==> src/rtl/fp_pkg.sv <==
// fp_pkg: types and helpers shared by the pipelined floating-point units.
// Formats are generic in exponent/fraction width; bfloat16 is the default.
package fp_pkg;

   typedef enum logic [1:0] {
      FP_ZERO = 2'd0,
      FP_NORM = 2'd1,
      FP_INF  = 2'd2,
      FP_NAN  = 2'd3
   } fp_class_e;

   localparam int FLAG_INVALID   = 3;
   localparam int FLAG_OVERFLOW  = 2;
   localparam int FLAG_UNDERFLOW = 1;
   localparam int FLAG_INEXACT   = 0;

   function automatic int fp_bias(input int exp_w);
      return (1 << (exp_w - 1)) - 1;
   endfunction

   // Quiet NaN with only the top fraction bit set; caller truncates to W.
   function automatic logic [63:0] fp_qnan(input int exp_w, input int man_w);
      logic [63:0] w_q;
      w_q = ((64'd1 << exp_w) - 64'd1) << man_w;
      w_q = w_q | (64'd1 << (man_w - 1));
      return w_q;
   endfunction

   function automatic fp_class_e fp_classify(input logic exp_zero,
                                             input logic exp_ones,
                                             input logic frac_zero);
      fp_class_e w_c;
      if (exp_zero)
         w_c = FP_ZERO;
      else if (exp_ones)
         w_c = frac_zero ? FP_INF : FP_NAN;
      else
         w_c = FP_NORM;
      return w_c;
   endfunction

endpackage

==> src/rtl/fp_round_pack.sv <==
// fp_round_pack: round-to-nearest-even, range check and packing.
// Purely combinational so it can sit in the last stage of mul or add.
module fp_round_pack
   import fp_pkg::*;
#(
   parameter int EXP_W = 8,
   parameter int MAN_W = 7
) (
   input  logic                      i_sign,
   input  logic signed [EXP_W+1:0]   i_exp,
   input  logic [MAN_W:0]            i_mant,
   input  logic                      i_guard,
   input  logic                      i_sticky,
   input  fp_class_e                 i_cls,
   output logic [EXP_W+MAN_W:0]      o_word,
   output logic [3:0]                o_flags
);

   localparam int W = 1 + EXP_W + MAN_W;
   localparam logic [EXP_W-1:0] EXP_ONES = '1;
   localparam logic [W-1:0] QNAN = W'(fp_qnan(EXP_W, MAN_W));
   localparam logic signed [EXP_W+1:0] EXP_MAX = {2'b00, EXP_ONES};
   localparam logic signed [EXP_W+1:0] EXP_ZERO = '0;

   logic                    w_round_up;
   logic [MAN_W+1:0]        w_sum;
   logic                    w_carry;
   logic [MAN_W-1:0]        w_frac;
   logic signed [EXP_W+1:0] w_exp;
   logic                    w_inexact;

   assign w_round_up = i_guard & (i_sticky | i_mant[0]);
   assign w_sum      = {1'b0, i_mant} + {{(MAN_W+1){1'b0}}, w_round_up};
   assign w_carry    = w_sum[MAN_W+1];
   // A carry leaves 10..0, so the shifted fraction is all zeros.
   assign w_frac     = w_carry ? w_sum[MAN_W:1] : w_sum[MAN_W-1:0];
   assign w_exp      = i_exp + $signed({{(EXP_W+1){1'b0}}, w_carry});
   assign w_inexact  = i_guard | i_sticky;

   always_comb begin
      o_word  = '0;
      o_flags = '0;
      unique case (i_cls)
         FP_NAN: begin
            o_word                = QNAN;
            o_flags[FLAG_INVALID] = 1'b1;
         end
         FP_INF: begin
            o_word = {i_sign, EXP_ONES, {MAN_W{1'b0}}};
         end
         FP_ZERO: begin
            o_word = {i_sign, {(EXP_W+MAN_W){1'b0}}};
         end
         default: begin
            if (w_exp >= EXP_MAX) begin
               o_word                 = {i_sign, EXP_ONES, {MAN_W{1'b0}}};
               o_flags[FLAG_OVERFLOW] = 1'b1;
               o_flags[FLAG_INEXACT]  = 1'b1;
            end else if (w_exp <= EXP_ZERO) begin
               o_word                  = {i_sign, {(EXP_W+MAN_W){1'b0}}};
               o_flags[FLAG_UNDERFLOW] = 1'b1;
               o_flags[FLAG_INEXACT]   = 1'b1;
            end else begin
               o_word                = {i_sign, w_exp[EXP_W-1:0], w_frac};
               o_flags[FLAG_INEXACT] = w_inexact;
            end
         end
      endcase
   end

endmodule

==> src/rtl/fp_mul_pipe.sv <==
// fp_mul_pipe: three-stage floating-point multiplier, valid/ready stream.
// One global enable stalls every stage together; only valid bits reset.
module fp_mul_pipe
   import fp_pkg::*;
#(
   parameter int EXP_W = 8,
   parameter int MAN_W = 7
) (
   input  logic                  clk,
   input  logic                  rst,
   input  logic                  in_valid,
   output logic                  in_ready,
   input  logic [EXP_W+MAN_W:0]  in_a,
   input  logic [EXP_W+MAN_W:0]  in_b,
   output logic                  out_valid,
   input  logic                  out_ready,
   output logic [EXP_W+MAN_W:0]  out_result,
   output logic [3:0]            out_flags
);

   localparam int W = 1 + EXP_W + MAN_W;
   localparam int P = 2 * MAN_W + 2;
   localparam int BIAS_I = fp_bias(EXP_W);
   localparam logic signed [EXP_W+1:0] BIAS = BIAS_I[EXP_W+1:0];

   logic w_adv;
   logic r1_valid, r2_valid, r3_valid;

   logic                    w_sa, w_sb;
   logic [EXP_W-1:0]        w_ea, w_eb;
   logic [MAN_W-1:0]        w_fa, w_fb;
   fp_class_e               w_ca, w_cb, w_cls1;
   logic signed [EXP_W+1:0] w_esum;

   logic                    r1_sign;
   fp_class_e               r1_cls;
   logic signed [EXP_W+1:0] r1_exp;
   logic [MAN_W:0]          r1_ma, r1_mb;
   logic [P-1:0]            w_prod;

   logic                    r2_sign;
   fp_class_e               r2_cls;
   logic signed [EXP_W+1:0] r2_exp;
   logic [P-1:0]            r2_prod;

   logic                    w_shift;
   logic signed [EXP_W+1:0] w_exp3;
   logic [MAN_W:0]          w_mant3;
   logic                    w_guard, w_sticky;
   logic [W-1:0]            w_word;
   logic [3:0]              w_flags;
   logic [W-1:0]            r3_word;
   logic [3:0]              r3_flags;

   assign w_adv    = !r3_valid || out_ready;
   assign in_ready = w_adv;

   assign {w_sa, w_ea, w_fa} = in_a;
   assign {w_sb, w_eb, w_fb} = in_b;
   assign w_ca = fp_classify(w_ea == '0, &w_ea, w_fa == '0);
   assign w_cb = fp_classify(w_eb == '0, &w_eb, w_fb == '0);
   assign w_esum = $signed({2'b00, w_ea}) + $signed({2'b00, w_eb}) - BIAS;

   always_comb begin
      w_cls1 = FP_NORM;
      if (w_ca == FP_NAN || w_cb == FP_NAN ||
          (w_ca == FP_INF && w_cb == FP_ZERO) ||
          (w_ca == FP_ZERO && w_cb == FP_INF))
         w_cls1 = FP_NAN;
      else if (w_ca == FP_INF || w_cb == FP_INF)
         w_cls1 = FP_INF;
      else if (w_ca == FP_ZERO || w_cb == FP_ZERO)
         w_cls1 = FP_ZERO;
   end

   assign w_prod = {{(MAN_W+1){1'b0}}, r1_ma} * {{(MAN_W+1){1'b0}}, r1_mb};

   // Product lies in [1,4); the MSB picks which window holds the mantissa.
   assign w_shift = r2_prod[P-1];
   assign w_exp3  = r2_exp + $signed({{(EXP_W+1){1'b0}}, w_shift});

   always_comb begin
      if (w_shift) begin
         w_mant3  = r2_prod[P-1 -: MAN_W+1];
         w_guard  = r2_prod[MAN_W];
         w_sticky = |r2_prod[MAN_W-1:0];
      end else begin
         w_mant3  = r2_prod[P-2 -: MAN_W+1];
         w_guard  = r2_prod[MAN_W-1];
         w_sticky = |r2_prod[MAN_W-2:0];
      end
   end

   fp_round_pack #(
      .EXP_W (EXP_W),
      .MAN_W (MAN_W)
   ) u_round_pack (
      .i_sign   (r2_sign),
      .i_exp    (w_exp3),
      .i_mant   (w_mant3),
      .i_guard  (w_guard),
      .i_sticky (w_sticky),
      .i_cls    (r2_cls),
      .o_word   (w_word),
      .o_flags  (w_flags)
   );

   always_ff @(posedge clk or posedge rst) begin
      if (rst) begin
         r1_valid <= 1'b0;
         r2_valid <= 1'b0;
         r3_valid <= 1'b0;
      end else if (w_adv) begin
         r1_valid <= in_valid;
         r2_valid <= r1_valid;
         r3_valid <= r2_valid;
      end
   end

   always_ff @(posedge clk) begin
      if (w_adv) begin
         r1_sign  <= w_sa ^ w_sb;
         r1_cls   <= w_cls1;
         r1_exp   <= w_esum;
         r1_ma    <= {1'b1, w_fa};
         r1_mb    <= {1'b1, w_fb};
         r2_sign  <= r1_sign;
         r2_cls   <= r1_cls;
         r2_exp   <= r1_exp;
         r2_prod  <= w_prod;
         r3_word  <= w_word;
         r3_flags <= w_flags;
      end
   end

   // Data registers are not reset, so mask them while nothing is valid.
   assign out_valid  = r3_valid;
   assign out_result = r3_valid ? r3_word : '0;
   assign out_flags  = r3_valid ? r3_flags : '0;

endmodule

==> config.mk <==
export PLATFORM = sky130hd
export DESIGN_NAME = fp_mul_pipe
export DESIGN_NICKNAME = d
export VERILOG_FILES = /design/src/rtl/fp_pkg.sv /design/src/rtl/fp_round_pack.sv /design/src/rtl/fp_mul_pipe.sv
export SDC_FILE = /design/constraint.sdc
export NUM_CORES = 1
export LEC_CHECK = 0
export BUFFER_PORTS_ARGS = -buffer_cell sky130_fd_sc_hd__buf_4
export CORE_ASPECT_RATIO = 1.1
export CORE_MARGIN = 2
export CORE_UTILIZATION = 45
export CTS_CLUSTER_SIZE = 28
export DETAILED_ROUTE_END_ITERATION = 10
export GPL_ROUTABILITY_DRIVEN = 0
export GPL_TIMING_DRIVEN = 0
export SYNTH_ARGS = -nofsm -noshare
export SYNTH_HDL_FRONTEND = slang
export SYNTH_HIERARCHICAL = 1
export SYNTH_SLANG_ARGS = --single-unit
==> constraint.sdc <==
create_clock -name clk -period 6.64 [get_ports clk]
set_input_delay 0.996 -clock clk [delete_from_list [all_inputs] [get_ports clk]]
set_output_delay 0.996 -clock clk [all_outputs]
set_load 0.02 [all_outputs]
== Word level (Yosys, flattened, before mapping) ==
Cells that the tools add are included.

* Register bits: 79
* Bits of input ports: 36
* Output and inout port bits: 22
* Word-level logic and storage cells: 80

* Add/sub/neg operators: 5
* Multipliers: 1
* Magnitude comparators: 2
* Eq/ne operators: 6
* Multiplexer cells: 22
* Bitwise operators: 4
* Reduce and logical (&&, ||, !) cells: 23

{| class="wikitable"
|+ Operators with widths
! operator !! count
|-
| one-hot mux 16 bit (3 select lines) || 1
|-
| 2-to-1 mux 15 bit || 2
|-
| adder 10 x 2 -> 10 bit || 2
|-
| logical NOT 8 bit || 2
|-
| multiplier 8 x 8 -> 16 bit || 1
|-
| 2-to-1 mux 16 bit || 1
|-
| AND reduction 8 bit || 2
|-
| logical NOT 7 bit || 2
|-
| == test 2 bit (second input constant) || 6
|-
| 2-to-1 mux 1 bit || 11
|-
| >= comparator 10 x 9 -> 1 bit (second input constant) || 1
|-
| <= comparator 10 x 1 -> 1 bit (second input constant) || 1
|-
| subtractor 9 x 7 -> 10 bit (second input constant) || 1
|-
| adder 8 x 1 -> 9 bit || 1
|-
| adder 8 x 8 -> 9 bit || 1
|-
| 2-to-1 mux 2 bit || 4
|-
| 2-to-1 mux 8 bit || 1
|-
| 2-to-1 mux 7 bit || 1
|-
| OR reduction 7 bit || 1
|-
| logical NOT 2 bit || 3
|-
| logical OR 1 bit || 6
|-
| OR reduction 6 bit || 1
|-
| 2-to-1 mux 4 bit || 1
|-
| OR reduction 4 bit || 1
|-
| other kinds (7) || 9
|}

== Longest topological paths before layout ==
* Depth in word-level cells: 10
* Depth in mapped cells: 16
* Mapped depth without buffers: 16

== Hierarchy ==
Netlist, hierarchy kept.

{| class="wikitable"
|+ By module, submodules not included
! module !! times used !! cells an instance !! area an instance (um^2) !! sequential area each (um^2)
|-
| fp_mul_pipe || 1 || 457 || 5,405.2 || 2,357.3
|-
| fp_round_pack || 1 || 109 || 759.5 || 0.0
|}

== Least setup slack after synthesis ==
No wires, ideal clock.

* Path kind: flip-flop to flip-flop
* Start point: register r1_mb[5]
* End point: register r2_prod[14] (data pin)
* Setup time: 260 ps
* Arrival time: 3,987 ps
* Required time: 6,380 ps
* Slack: 2,394 ps
* Cell stages (with the launch flop): 16
* Buffers on the path: 0
* Clock period less this slack: 4,246 ps
* Path through: edfxtp_1 > and2_1 > fa_1 > inv_1 > fa_1 > inv_1 > fa_1 > inv_1 > fa_1 > inv_1 > ha_1 > a21oi_1 > o21ai_2 > or2_4 > a221oi_2 > xnor2_1

* Word-level cells in the longest chain between the ends: 1

{| class="wikitable"
|+ Ends and longest elaborated chain
! item !! RTL line !! text
|-
| start, declared || fp_mul_pipe.sv:38 || <nowiki>logic [MAN_W:0] r1_ma, r1_mb;</nowiki>
|-
| start signal, assigned || fp_mul_pipe.sv:126 || <nowiki>r1_mb <= {1'b1, w_fb};</nowiki>
|-
| multiplier 8 x 8 -> 16 bit || fp_mul_pipe.sv:76 || <nowiki>assign w_prod = {{(MAN_W+1){1'b0}}, r1_ma} * {{(MAN_W+1){1'b0}}, r1_mb};</nowiki>
|-
| net w_prod[14] || fp_mul_pipe.sv:39 || <nowiki>logic [P-1:0] w_prod;</nowiki>
|-
| end signal, assigned || fp_mul_pipe.sv:130 || <nowiki>r2_prod <= w_prod;</nowiki>
|-
| end, declared || fp_mul_pipe.sv:44 || <nowiki>logic [P-1:0] r2_prod;</nowiki>
|}

The timed path passes the listed nets, and every way through them passes these cells.
A chain may end at the register's enable or synchronous reset.

== Final worst setup path ==
* Start point: register r1_ma[3]
* End point: register r2_prod[14] (data pin)

* Word-level cells in the longest chain between the ends: 1

{| class="wikitable"
|+ Ends and longest elaborated chain
! item !! RTL line !! text
|-
| start, declared || fp_mul_pipe.sv:38 ||
|-
| start signal, assigned || fp_mul_pipe.sv:125 || <nowiki>r1_ma <= {1'b1, w_fa};</nowiki>
|-
| multiplier 8 x 8 -> 16 bit || fp_mul_pipe.sv:76 ||
|-
| net w_prod[14] || fp_mul_pipe.sv:39 ||
|}

The timed path passes the listed nets, and every way through them passes these cells.

==> flow_metrics.py <==
metrics = {
    "sta": {
        "period_share_pct": 68.00,
        "period_needed_ns": 4.515,
        "hold_ws_ns": 0.4171,
        "hold_violations": 0,
        "maxSlewViolCount": 0,
        "setup_viol": 0,
        "timing.final.ws_setup_ns": 2.125,
        "fmax_mhz": 221.5,
        "setup-tns-final_ns": 0,
        "fin_skew_ns": 0.007056,
        "worstMarginPinSlew_ns": 0.5151,
        "rsz0062_at_grt": "no",
        "relSlewSlack_pct": 65.66,
    },
    "clock_network": {
        "cts_sinks": 79,
        "insertion_delay_ns": 0.33,
        "cts_max_path_buffers": 2,
        "cts_resized": 0,
        "cts_buffers": 9,
        "cts_setup_buffers": 0,
        "cts_max_level": 3,
        "ctsHoldBuffers": 0,
        "path_clk_slew_ns": 0.06,
        "clockRootBuffer": "clkbuf_16",
        "cts_tree": "built",
    },
    "cells_and_area": {
        "stdcell_area_um2": 7149,
        "final_nets": 763,
        "drive_gt1_share_pct": 16.56,
        "fillCellCount": 1181,
        "seq_area_um2": 2357,
        "utilization_pct": 53.89,
        "area_growth_pct": 15.97,
        "multi_input_area_um2": 3456,
        "diodes": 0,
        "layout.cells.non_filler": 824,
    },
    "drt": {
        "dr.pass1.iters": 4,
        "drc": 0,
        "wl_per_cell_um": 12.89,
        "vias": 4065,
        "via_per_inst": 4.933,
        "ant_nets": 0,
        "routed_wl_um": 10620,
        "dr.first_iter.drc_count": 114,
    },
    "placement": {
        "dp_cells": 808,
        "placed_cell_area_um2": 6858,
        "dp_hpwl_um": 8561,
        "place_ws_ns": 2.127,
        "portBuffers": 57,
    },
    "synthesis": {
        "avgSynthCellArea_um2": 10.89,
        "netlist-cell-type-count": 62,
        "syn-num-nets": 694,
        "ys.flop_type": "edfxtp_1",
        "ys_ff_latch": 79,
        "syn_inst": 566,
        "ys_seq_area_share_pct": 38.24,
        "async_reset_ff_share_pct": 3.797,
        "yosysWarnings": 6,
        "synth_edf_count": 76,
        "synthesis.area_um2": 6165,
    },
    "floorplanning": {
        "fp.dieArea_um2": 14650,
        "rows": 44,
        "core_area_um2": 13270,
        "die_x_um": 115.6,
        "die_h_um": 126.8,
        "start_util_pct": 46.46,
        "ios": 58,
    },
    "global_route": {
        "grtUsageTotal_pct": 15.93,
        "grt_pass1_vias": 4136,
        "grt_max_degree": 77,
        "grt_antenna_before_repair": 0,
        "grt_first_pass_wirelength_um": 18630,
        "grt-ovfl-total": 0,
    },
    "setup_path": {
        "worst_r2r_startpoint": "r1_ma[3]",
        "cp-end-kind": "flop",
        "cp.arrival_ns": 4.60,
        "timing.rr.end": "r2_prod[14]",
        "cp-start-kind": "flop",
        "crit_path_max_fanout": 6,
        "critPathLaunch": "r1_ma[3]",
        "ff2ff_path_depth": 16,
        "critPathKind": "flop to flop",
        "r2r_setup_slack_ns": 2.13,
        "cp.required_ns": 6.72,
    },
    "worst_hold_path": {
        "min_path_cells": 0,
        "min_to": "r2_exp[4]",
        "min_from": "r1_exp[4]",
        "hold_class": "flop to flop",
    },
    "power_and_ir_drop": {
        "ir_drop_mv": 0.2193,
        "power_density_nw_per_um2": 468.5,
        "p_total_mw": 3.350,
        "leakagePower_nw": 3.127,
    },
    "run_status": {
        "status": "finished clean",
    },
    "run": {
        "max_cap_violations": 0,
    },
}
-- kinds of logic (layout without fill, tap and decap cells) --
| group | count (synthesis) | count (layout) | synth area share, % |
|---|---|---|---|
| DFF | 79 | 79 | 38.24 |
| AOI/OAI and AO/OA | 67 | 67 | 8.849 |
| xor gates and xnor gates | 36 | 36 | 5.115 |
| and+or+nand+nor | 187 | 187 | 16.64 |
| muxes | 12 | 12 | 2.151 |
| buffers and inverters | 93 | 167 | 5.825 |
| adders and majority gates | 92 | 92 | 23.18 |
-- area by class of cell --
class                           count  share of cell area, %
Inverter                           83                  4.358
Multi-Input combinational cell    394                  48.34
Clock buffer                       11                  3.255
Sequential cell                    79                  32.97
Buffer                             10                 0.6650
Timing Repair Buffer               58                  6.370
Clock inverter                      5                 0.8225
Tap cell                          184                  3.220
-- where the power goes --
part           internal, mW  switching (mW)  total, mW  leakage, nW
sequential            0.818          0.0718      0.889        0.800
clock                 0.291           0.186      0.477        0.136
combinational         0.892            1.09       1.98         2.19
total                  2.00            1.35       3.35         3.13
-- routing by layer --
| layer | up-vias | GRT usage, % | part of all wire [%] |
|---|---|---|---|
| met2 | 80 | 27.31 | 48 |
| met5 | - | 0 | 0 |
| met1 | 1872 | 19.67 | 46 |
| li1 | 2098 | - | - |
| met3 | 15 | 2.867 | 3.4 |
| met4 | 0 | 6.591 | 1.8 |
-- worst max path at each step --
stage               cells past startpoint  slack (ns)           to
global route                           15        1.84  r2_prod[15]
CTS                                    16        2.11  r2_prod[14]
global placement                        3        1.56     in_ready
finish                                 16        2.13  r2_prod[14]
floorplan                              15        2.39  r2_prod[14]
detailed placement                     16        2.13  r2_prod[14]
-- Yosys cell counts, types with 2 or more instances --
master	instances	area [µm²]
nor3b_1	2	15.01
edfxtp_1	76	2282
a31oi_1	3	18.77
ha_1	55	688.2
nor4_1	6	37.54
mux2_2	10	112.6
clkbuf_1	6	22.52
or2_2	3	18.77
a21boi_1	3	22.52
xor2_1	16	140.1
fa_1	37	740.7
and2_1	50	312.8
a221oi_2	2	30.03
buf_2	2	10.01
inv_1	83	311.6
nand3_1	14	70.07
dfrtp_1	3	75.07
nor3_1	12	60.06
a21oi_1	15	75.07
o211ai_1	3	22.52
xnor2_1	20	175.2
or4_1	3	22.52
o21bai_1	10	75.07
o21a_1	2	15.01
nand2b_1	4	25.02
nand4_1	11	68.82
nor2b_1	3	18.77
nand2_1	34	127.6
a21o_1	6	45.04
o21ai_0	3	15.01
mux2i_1	2	20.02
a211oi_1	5	37.54
nor2_1	31	116.4
and4_1	3	26.28
-- state kept, by name, summed over array words and instances, names as in the netlist --
signal / flops
r3_flags: 4
r1_sign: 1
r1_ma: 7
r2_cls: 2
r1_mb: 7
r2_exp: 10
r3_word: 16
r1_cls: 2
r2_sign: 1
r2_valid: 1
r1_valid: 1
out_valid: 1
r2_prod: 16
r1_exp: 10
-- cell usage in the layout (no fill, tap or decap), drive strengths merged, types with 11 or more instances in the layout --
| master | Yosys | layout |
|---|---|---|
| a21oi | 15 | 15 |
| and2 | 50 | 50 |
| buf | 4 | 62 |
| clkbuf | 6 | 17 |
| edfxtp | 76 | 76 |
| fa | 37 | 37 |
| ha | 55 | 55 |
| inv | 83 | 83 |
| nand2 | 34 | 34 |
| nand3 | 15 | 15 |
| nand4 | 11 | 11 |
| nor2 | 31 | 31 |
| nor3 | 13 | 13 |
| xnor2 | 20 | 20 |
| xor2 | 16 | 16 |
-- worst max-delay path, stage by stage, from the launching register on --
cell,delay [ns]
edfxtp_1,0.50
inv_1,0.20
nor2_1,0.09
fa_1,0.53
inv_1,0.05
fa_1,0.47
inv_1,0.05
fa_1,0.52
inv_1,0.05
fa_1,0.52
inv_1,0.04
ha_1,0.34
a21oi_1,0.19
o21ai_2,0.10
or2_4,0.25
a221oi_2,0.25
xnor2_1,0.09
Power figures use the tool's default switching activity.
